File: config.mk
export PLATFORM = sky130hd
export DESIGN_NAME = trigger_fill_renderer
export DESIGN_NICKNAME = d
export VERILOG_FILES = /design/src/rtl/trigger_fill_renderer.sv
export SDC_FILE = /design/constraint.sdc
export NUM_CORES = 1
export LEC_CHECK = 0
export CORE_MARGIN = 5
export CORE_UTILIZATION = 40
export CTS_CLUSTER_DIAMETER = 40
export DETAILED_ROUTE_END_ITERATION = 12
export PLACE_DENSITY = 0.64
export SLEW_MARGIN = 40
export SYNTH_ARGS = -nofsm -noshare
export SYNTH_HDL_FRONTEND = slang
export SYNTH_SLANG_ARGS = --single-unit
File: constraint.sdc
create_clock -name clk -period 3.4 [get_ports clk]
set_input_delay 0.68 -clock clk [delete_from_list [all_inputs] [get_ports clk]]
set_output_delay 0.68 -clock clk [all_outputs]
set_load 0.01 [all_outputs]
File: src/rtl/trigger_fill_renderer.sv
// Trigger fill sprite renderer: maps VGA coordinates onto the sprite ROM, aligns sync and
// background with the ROM read latency, and shades white sprite pixels by a smoothed trigger level.
module trigger_fill_renderer #(
    parameter int unsigned   SPRITE_W    = 584,
    parameter int unsigned   SPRITE_H    = 167,
    parameter int unsigned   X0          = 28,
    parameter int unsigned   Y0          = 300,
    parameter int unsigned   STEP        = 16,
    parameter logic [11:0]   FILL_COLOR  = 12'hF00,
    parameter logic [11:0]   EMPTY_COLOR = 12'h444
) (
    input  logic        clk,
    input  logic        rst_n,
    input  logic [9:0]  pixel_x,
    input  logic [9:0]  pixel_y,
    input  logic        video_on,
    input  logic        hsync_in,
    input  logic        vsync_in,
    input  logic        frame_tick,
    input  logic [7:0]  trigger_level,
    input  logic [11:0] bg_rgb,
    output logic [7:0]  rom_row,
    output logic [9:0]  rom_col,
    input  logic [11:0] rom_data,
    output logic [11:0] rgb_out,
    output logic        hsync_out,
    output logic        vsync_out,
    output logic [7:0]  level_disp
);

    localparam logic [10:0] X_LO  = 11'(X0);
    localparam logic [10:0] X_HI  = 11'(X0 + SPRITE_W);
    localparam logic [10:0] Y_LO  = 11'(Y0);
    localparam logic [10:0] Y_HI  = 11'(Y0 + SPRITE_H);
    localparam logic [8:0]  STEP9 = 9'(STEP);
    localparam logic [7:0]  STEP8 = 8'(STEP);
    localparam logic [17:0] W18   = 18'(SPRITE_W);
    localparam logic [9:0]  W10   = 10'(SPRITE_W);

    // address generation
    logic in_sprite;

    always_comb begin
        in_sprite = ({1'b0, pixel_x} >= X_LO) && ({1'b0, pixel_x} < X_HI) &&
                    ({1'b0, pixel_y} >= Y_LO) && ({1'b0, pixel_y} < Y_HI);
        rom_col   = '0;
        rom_row   = '0;
        if (in_sprite) begin
            rom_col = pixel_x - 10'(X0);
            rom_row = 8'(pixel_y - 10'(Y0));
        end
    end

    // stage 1 registers (aligned with rom_data)
    logic        in_sprite_q, in_sprite_d;
    logic [9:0]  col_q, col_d;
    logic        video_on_q, video_on_d;
    logic        hsync_s1_q, hsync_s1_d;
    logic        vsync_s1_q, vsync_s1_d;
    logic [11:0] bg_q, bg_d;

    // stage 2 registers
    logic [11:0] rgb_q, rgb_d;
    logic        hsync_q, hsync_d;
    logic        vsync_q, vsync_d;

    // level smoothing and fill width
    logic [7:0]  level_q, level_d;
    logic        tick_q, tick_d;
    logic [9:0]  fill_q, fill_d;
    logic [8:0]  diff;
    logic [17:0] prod;

    always_comb begin
        in_sprite_d = in_sprite;
        col_d       = rom_col;
        video_on_d  = video_on;
        hsync_s1_d  = hsync_in;
        vsync_s1_d  = vsync_in;
        bg_d        = bg_rgb;

        hsync_d = hsync_s1_q;
        vsync_d = vsync_s1_q;
        rgb_d   = bg_q;
        if (!video_on_q) begin
            rgb_d = '0;
        end else if (in_sprite_q && rom_data == 12'hFFF) begin
            rgb_d = (col_q < fill_q) ? FILL_COLOR : EMPTY_COLOR;
        end
    end

    // step toward the target by at most STEP, landing exactly on it when closer
    always_comb begin
        level_d = level_q;
        diff    = '0;
        if (frame_tick) begin
            if (trigger_level > level_q) begin
                diff    = {1'b0, trigger_level} - {1'b0, level_q};
                level_d = (diff > STEP9) ? level_q + STEP8 : trigger_level;
            end else if (trigger_level < level_q) begin
                diff    = {1'b0, level_q} - {1'b0, trigger_level};
                level_d = (diff > STEP9) ? level_q - STEP8 : trigger_level;
            end
        end
    end

    // fill width follows the level one cycle after the tick, still inside blanking
    always_comb begin
        tick_d = frame_tick;
        prod   = 18'(level_q) * W18;
        fill_d = fill_q;
        if (tick_q) begin
            fill_d = (level_q == 8'hFF) ? W10 : 10'(prod >> 8);
        end
    end

    always_ff @(posedge clk or negedge rst_n) begin
        if (!rst_n) begin
            in_sprite_q <= 1'b0;
            col_q       <= '0;
            video_on_q  <= 1'b0;
            hsync_s1_q  <= 1'b1;
            vsync_s1_q  <= 1'b1;
            bg_q        <= '0;
            rgb_q       <= '0;
            hsync_q     <= 1'b1;
            vsync_q     <= 1'b1;
            level_q     <= '0;
            tick_q      <= 1'b0;
            fill_q      <= '0;
        end else begin
            in_sprite_q <= in_sprite_d;
            col_q       <= col_d;
            video_on_q  <= video_on_d;
            hsync_s1_q  <= hsync_s1_d;
            vsync_s1_q  <= vsync_s1_d;
            bg_q        <= bg_d;
            rgb_q       <= rgb_d;
            hsync_q     <= hsync_d;
            vsync_q     <= vsync_d;
            level_q     <= level_d;
            tick_q      <= tick_d;
            fill_q      <= fill_d;
        end
    end

    assign rgb_out    = rgb_q;
    assign hsync_out  = hsync_q;
    assign vsync_out  = vsync_q;
    assign level_disp = level_q;

endmodule
==> Yosys cells after proc, flatten, opt, wreduce, memory -nomap -nowiden <==
Cells that the tools add are included.
{ "classes": {"add_sub_neg": 6, "mul": 1, "div": 0, "order_cmp": 9, "eq_ne": 2, "n_shift": 0, "n_mux": 10, "bitwise": 0, "reduce_logical": 6} }
{ "op_table": {"columns": ["op", "count"], "rows": [
  ["8-bit 2-to-1 mux", 5],
  ["12-bit 2-to-1 mux", 3],
  ["10-bit 2-to-1 mux", 2],
  ["9-bit by 5-bit > comparator with 1-bit output (second input constant)", 2],
  ["8-bit by 8-bit subtractor with 9-bit output", 2],
  ["8-bit by 7-bit multiplier with 15-bit output (second input constant)", 1],
  ["12-bit equality test (second input constant)", 1],
  ["10-bit by 5-bit greater-or-equal comparator with 1-bit output (second input constant)", 1],
  ["10-bit by 9-bit greater-or-equal comparator with 1-bit output (second input constant)", 1],
  ["10-bit < comparator", 1],
  ["10-bit < comparator (second input constant)", 1],
  ["10-bit by 9-bit < comparator with 1-bit output (second input constant)", 1],
  ["10-bit by 5-bit subtractor with 10-bit output (second input constant)", 1],
  ["8-bit by 5-bit adder with 8-bit output (second input constant)", 1],
  ["8-bit equality test (second input constant)", 1],
  ["8-bit > comparator", 1],
  ["8-bit < comparator", 1],
  ["8-bit by 5-bit subtractor with 8-bit output (second input constant)", 1],
  ["8-bit by 6-bit subtractor with 8-bit output (second input constant)", 1],
  ["1-bit logical AND", 4],
  ["2-bit AND reduction", 1],
  ["2-bit nonzero test", 1]
]} }
{ "word_totals": {"ff_bits": 59, "latchBits": 0, "ramBits": 0, "romBits": 0, "input_bits": 58, "output_inout_bits": 40, "mem_count": 0} }

==> Depth between registers and ports, before layout <==
Gate-level depths: netlist of run 1.
{ "logic_depth": {"ltp_word": 5, "mapped_depth": 12, "depth_no_buf": 11} }

==> Worst setup path after synthesis of run 1 <==
Ideal clock, no wire load.
{ "synth_path": {"path_type": "input -> output", "from": "input pixel_x[2]", "to": "output rom_col[4]", "t_arrival_ns": 2.252, "t_required_ns": 2.720, "setup_slack_ns": 0.468, "cell_stages": 9, "path_cell_list": "ha_1 -> a21o_1 -> or2_1 -> nor4_1 -> or4b_1 -> a21oi_1 -> o21ai_1 -> clkbuf_1 -> nor2_1"} }
{ "synth_between": {"elab_chain_len": 5, "elab_cells_between_ends": 7, "cone_classes": "add/sub (1); order compare (2); mux (1); reduce/logical (3)"} }
{ "synth_lines": {"columns": ["item", "line", "source"], "rows": [
  ["start, declared", "14", "input logic [9:0] pixel_x,"],
  ["10-bit by 5-bit greater-or-equal comparator with 1-bit output or 10-bit < comparator (tied branches)", "44", "in_sprite = ({1'b0, pixel_x} >= X_LO) && ({1'b0, pixel_x} < X_HI) &&"],
  ["1-bit logical AND (2 in a row)", "44", null],
  ["1-bit logical AND", "45", "({1'b0, pixel_y} >= Y_LO) && ({1'b0, pixel_y} < Y_HI);"],
  ["10-bit 2-to-1 mux *", "48", "if (in_sprite) begin"],
  ["end, declared", "23", "output logic [9:0] rom_col,"]
]} }
Every way passes the cells marked *; elsewhere a longest branch is shown, timed or not.

==> Worst setup path in the final report of run 1 <==
{ "layout_path": {"from": "input pixel_y[4]", "to": "output rom_row[4]"} }
{ "layout_between": {"elab_chain_len": 4, "elab_cells_between_ends": 6, "cone_classes": "add/sub (1); order compare (2); mux (1); reduce/logical (2)"} }
{ "layout_lines": {"columns": ["item", "line", "source"], "rows": [
  ["start, declared", "15", "input logic [9:0] pixel_y,"],
  ["10-bit by 9-bit greater-or-equal comparator with 1-bit output", "45", null],
  ["1-bit logical AND", "44", null],
  ["1-bit logical AND", "45", null],
  ["8-bit 2-to-1 mux *", "48", null],
  ["end, declared", "22", "output logic [7:0] rom_row,"]
]} }
Marks and branches as above.

==> out/qor.yml, run 1 <==
outcome: "finished, final reports clean"
cap_viol_max_count: 0
yosysTopAreaCellShare: 0.335
row_count: 37
area_growth_pct: 46.5
coreArea_sq_mm: 0.0102
antenna_found_initial: 0
synth_ff_type: "dfrtp_1"
place.gp.congestion: 0.814
ys_ff_latch: 59
cp_slowest_cell: "or4b_1"
vias: 3663
drive_gt1_frac: 0.255
die_y_um: 111
viasPerCell: 5.00
root_buffer: "clkbuf_8"
power_density_mw_per_mm2: 858
synth_cells: 415
setup_tns_ns: 0
synth_edf_count: 0
routed_wl_mm: 10.6
synth_nets: 532
design_area_sq_mm: 0.00602
fin_skew_ns: 0.0113
tightest_slew_ns: 0.780
cp.required_ns: 2.72
critPathKind: "input port to output port"
syn_area_per_cell_sq_um: 9.91
timing.final.crit_share: 0.966
setup_viol: 0
portBuffers: 97
hold_viol: 0
routedWlPerCell_um: 14.4
grt_pass1_vias: 3715
ys_async_sr_fraction: 1.00
numCtsBuffers: 9
cts_tree: "yes"
worstPathMaxFanout: 4
grt_usage: 0.172
hp-class: "input port to async pin"
grt_max_degree: 41
relSlewSlack: 0.477
ant_nets: 0
dr.pass1.iters: 4
period_minus_slack_ns: 3.28
finalMaxSlewViolations: 0
clock_path_buffers: 2
synthTopCellsByArea: "dfrtp_1 (33%), ha_1 (17%), inv_1 (3.9%)"
n_antenna_cell: 0
cts_sinks: 59
yosysUniqueCellTypes: 80
drc_errors: 0
die_w_um: 111
report.power.total_mw: 5.17
grt_pass1_wl_mm: 17.5
initial_utilization: 0.404
slowest_delay_ns: 0.52
io_pins: 98
end_kind: "output port"
critPathTopFamily: "buffers and inverters"
final_cell_mix: "buf_4 (74), clkdlybuf4s50_1 (72), ha_1 (55), dfrtp_1 (55), inv_1 (42)"
fmax_mhz: 305
overflow: 0
arrival_ns: 2.60
placed_area_sq_mm: 0.00571
rsz0062_at_grt: "false"
insertion_delay_ns: 0.33
yosysWarnings: 0
yosys.area.top_type: "dfrtp_1"
nNetsFinal: 709
dieArea_sq_mm: 0.0124
dp.final_hpwl_mm: 8.47
synth_area_sq_mm: 0.00411
path_cells: "clkdlybuf4s50_1 -> o21a_1 -> nor3_1 -> or4b_1 -> a21oi_2 -> o21ai_4 -> buf_4 -> nor2_1 -> buf_2"
ir_drop_mv: 0.627
final_common_cell: "buf_4"
crit_buf_inv: 3
ys_seq_area_frac: 0.360
crit_path_start_kind: "input port"
first_iter_violations: 98
h-tree-depth: 3
power_leakage_nw: 2.96
path_clk_slew_ns: 0.07
[cell usage after synthesis, drive strengths merged, types with 3 or more instances]
library cell and instances:
nand3 13, o21a 5, o21bai 5, and2 14
buf 4, o22ai 8, or3 3, nor3 6
nand2 21, nor2 35, dfrtp 55, nor2b 5
o31a 3, ha 57, dfstp 4, nor3b 4
xor2 7, xnor2 14, o21ai 15, mux2i 6
a21oi 22, inv 44, nand4 7, nand2b 5
a21o 5
[metrics by stage]
step / utilization / setup slack [ns] / hold WS, ns / instances
after floorplan: - / 0.468 / 0.345 / 415
after global placement: 0.561 / -0.563 / 0.346 / 709
after detailed placement: 0.561 / -0.641 / 0.350 / 709
after CTS: 0.583 / 0.0109 / 0.317 / 729
after global routing: 0.591 / 0.0151 / 0.341 / 733
final: 0.591 / 0.117 / 0.317 / 733
[worst register-to-register path, stage by stage, from the launching register on]
cell      delay (ns)
dfrtp_1         0.42
ha_1            0.31
ha_1            0.24
fa_1            0.49
ha_1            0.36
inv_1           0.07
o21bai_1        0.07
a21oi_1         0.25
o21bai_1        0.09
a21oi_1         0.26
xnor2_1         0.15
o22ai_1         0.08
[layer usage]
metal  vias to the layer above  global-route usage  wire [um]
met5                         -                   0          0
li1                       1831                   -          -
met3                        17              0.0359        402
met2                        71               0.291       5190
met1                      1744               0.223       4770
met4                         0              0.0511        202
[power breakdown]
part | leakage [nW] | switching [mW] | total, mW | internal [mW]
logic | 2.12 | 1.76 | 3.46 | 1.70
clock network | 0.117 | 0.277 | 0.730 | 0.453
registers | 0.719 | 0.128 | 0.974 | 0.846
[sequential cells by signal, summed over array words and instances, names as in the netlist]
name	flops
tick_q	1
hsync_out	1
vsync_out	1
fill_q	10
vsync_d	1
video_on_q	1
hsync_d	1
bg_q	12
in_sprite_q	1
rgb_out	12
level_disp	8
col_q	10
[cell families after synthesis]
kind of cell,Yosys count,share of synthesized area
adders and majority gates,59,0.183
AOI/OAI and AO/OA,96,0.185
buffers and inverters,51,0.0517
xor gates and xnor gates,21,0.0447
muxes,7,0.0183
DFF,59,0.360
and+or+nand+nor,122,0.157
[timing repair]
item	in CTS	in global routing
hold buffers	0	0
resized for setup	95	11
buffers inserted	3	4
pin swaps	4	6
endpoints found under the setup margin	18	19
cloned	1	0
[path summary, 6_finish.rpt]
check	start	endpoint	slack, ns	cells past startpoint
worst max-delay path	pixel_y[4]	rom_row[4]	0.12	9
worst min-delay path	rst_n	fill_q[3]$_DFFE_PN0P_	0.32	1
worst max register to register	level_disp[1]$_DFFE_PN0P_	fill_q[7]$_DFFE_PN0P_	0.44	11
worst min register to register	hsync_d$_DFF_PN1_	hsync_out$_DFF_PN1_	0.35	0
max in group asynchronous	rst_n	bg_q[8]$_DFF_PN0_	2.54	2
min in group clk	hsync_d$_DFF_PN1_	hsync_out$_DFF_PN1_	0.35	0
[area by class of cell]
type / instances / area [sq um]
fill: 906 / 4160
multi-input combinational: 305 / 2510
sequential: 59 / 1480
timing repair buffer: 172 / 1470
inverter: 45 / 170
tap: 136 / 170
clock buffer: 12 / 155
clock inverter: 4 / 73.8
Note: power is estimated with default switching activity, not from simulation.
==> run 2: changes to the inputs <==
Settings changed: GPL_ROUTABILITY_DRIVEN from default to 0.
==> run 2 against run 1 <==
Net effect: cell count is 1.8% lower; first-iteration DRC count is 45% higher; design area is 1.7% lower; power is 3.3% lower; worst setup slack worse by 0.011 ns; wire length is 1.8% lower; sequential power is 1% higher; non-clock buffer count is 13 lower.
==> out/qor.yml, run 2 (synthesis gave the netlist of run 1 again) <==
n_fill_cell: 894
multiInputGateArea_sq_mm: 0.00252
h-tree-depth: 3
grt_pass1_wl_mm: 17.5
worstPathMaxFanout: 5
setup_tns_ns: 0
routed_wl_mm: 10.4
n_antenna_cell: 0
portBuffers: 97
crit_buf_inv: 2
path_cells: "clkdlybuf4s50_1 -> inv_1 -> ha_1 -> fa_1 -> nand2b_4 -> a211oi_1 -> o311ai_1 -> a211oi_2 -> nand3_4 -> mux2_4 -> a22oi_2 -> o221a_1"
switching_share: 0.426
power_density_mw_per_mm2: 844
pre_cts_slack_ns: -0.616
fin_ws_ns: 0.106
outcome: "finished, final reports clean"
reg2reg_depth: 11
p_seq_frac: 0.197
switchingPower_mw: 2.13
period_minus_slack_ns: 3.29
finalMaxSlewViolations: 0
grt_usage: 0.172
die_w_um: 111
numCtsBuffers: 9
dieArea_sq_mm: 0.0124
tightest_slew_ns: 0.775
hold_slack_ns: 0.220
ir_drop_mv: 0.628
internal_power_mw: 2.87
drive_gt1_frac: 0.241
dp_cells: 701
row_count: 37
report.power.total_mw: 4.99
root_buffer: "clkbuf_8"
cts-hold-fix-buffers: 0
critPathKind: "input port to flop"
hold_viol: 0
nNetsFinal: 696
relSlewSlack: 0.480
die_y_um: 111
initial_utilization: 0.404
insertion_delay_ns: 0.33
rsz0062_at_grt: "false"
grt_pass1_vias: 3635
cp.required_ns: 3.66
cp.depth: 12
arrival_ns: 3.56
clockPowerShare: 0.124
antenna_found_initial: 0
viasPerCell: 4.94
cap_viol_max_count: 0
setup_viol: 0
timing.final.crit_share: 0.969
io_pins: 98
first_iter_violations: 142
drc_errors: 0
ant_nets: 0
area_growth_pct: 44.0
power_leakage_nw: 2.89
fmax_mhz: 304
final_cells: 720
fin_skew_ns: 0.00821
crit_path_start_kind: "input port"
coreArea_sq_mm: 0.0102
final_common_cell: "clkdlybuf4s50_1"
cts_tree: "yes"
final_cell_mix: "clkdlybuf4s50_1 (72), buf_4 (60), ha_1 (55), dfrtp_1 (55), inv_1 (42)"
hp-class: "input port to async pin"
vias: 3557
path_clk_slew_ns: 0.07
routedWlPerCell_um: 14.4
grt_max_degree: 48
clock_path_buffers: 2
combPwrFrac: 0.678
end_kind: "flop"
overflow: 0
slowest_delay_ns: 0.48
seqCellArea_sq_mm: 0.00148
critPathTopFamily: "compound AO/OA/AOI/OAI gates"
dp.final_hpwl_mm: 8.42
dr.pass1.iters: 4
cts_sinks: 59
cp_slowest_cell: "clkdlybuf4s50_1"
## run 2: changes by cell type in the layout (fill, tap and decap cells not counted), sizes merged
| cell | change |
|---|---|
| clkinv | +2 |
| clkbuf | -1 |
| buf | -13 |
| bufinv | -1 |
## run 2: metrics by stage
stage                util  instance area, sq um
floorplan               -                  4110
global placement    0.555                  5650
detailed placement  0.555                  5650
CTS                 0.573                  5830
global route        0.581                  5920
finish              0.581                  5920
## run 2: worst paths after layout
kind | from | endpoint | slack, ns
worst max-delay path | trigger_level[0] | level_disp[7]$_DFFE_PN0P_ | 0.11
worst min-delay path | rst_n | col_q[1]$_DFF_PN0_ | 0.22
worst max register to register | level_disp[4]$_DFFE_PN0P_ | fill_q[7]$_DFFE_PN0P_ | 0.33
worst min register to register | vsync_d$_DFF_PN1_ | vsync_out$_DFF_PN1_ | 0.36
max in group asynchronous | rst_n | hsync_out$_DFF_PN1_ | 2.31
min in group clk | vsync_d$_DFF_PN1_ | vsync_out$_DFF_PN1_ | 0.36
## run 2: repair_timing
| action | CTS | global route |
|---|---|---|
| endpoints found under the setup margin | 18 | 20 |
| gates cloned | 1 | 0 |
| setup buffers | 2 | 0 |
| pin swaps | 4 | 5 |
| gates resized for setup | 93 | 18 |
## run 2: worst register-to-register path, delay by kind of cell (launching register included)
kind,cells,cell delay [ns]
buf+inv,1,0.07
xor+xnor,1,0.15
flops,1,0.55
fa+ha+maj,4,1.40
compound gates,5,0.73
## run 2: power by group through the flow
stage               Clock (mW)  Combinational, mW  Sequential (mW)
global placement             0               3.28            0.988
CTS                      0.639               3.39            0.981
floorplan                    0               2.45            0.982
detailed placement           0               3.37            0.994
finish                   0.621               3.39            0.986
global route             0.669               3.85             1.00
## run 2: layout make-up
type,count,share of cell area
clock buffers,11,0.0239
well taps,136,0.0287
clock inverters,5,0.00909
multi-input cells,305,0.426
flip-flops and latches,59,0.250
repair buffers,159,0.234
inverters,45,0.0287
## run 2: routing by layer
| layer | routed length (um) | vias to the layer above | global-route usage |
|---|---|---|---|
| met3 | 370 | 7 | 0.0310 |
| li1 | - | 1801 | - |
| met2 | 5240 | 59 | 0.292 |
| met1 | 4700 | 1690 | 0.226 |
| met4 | 72 | 0 | 0.0470 |
| met5 | 0 | - | 0 |
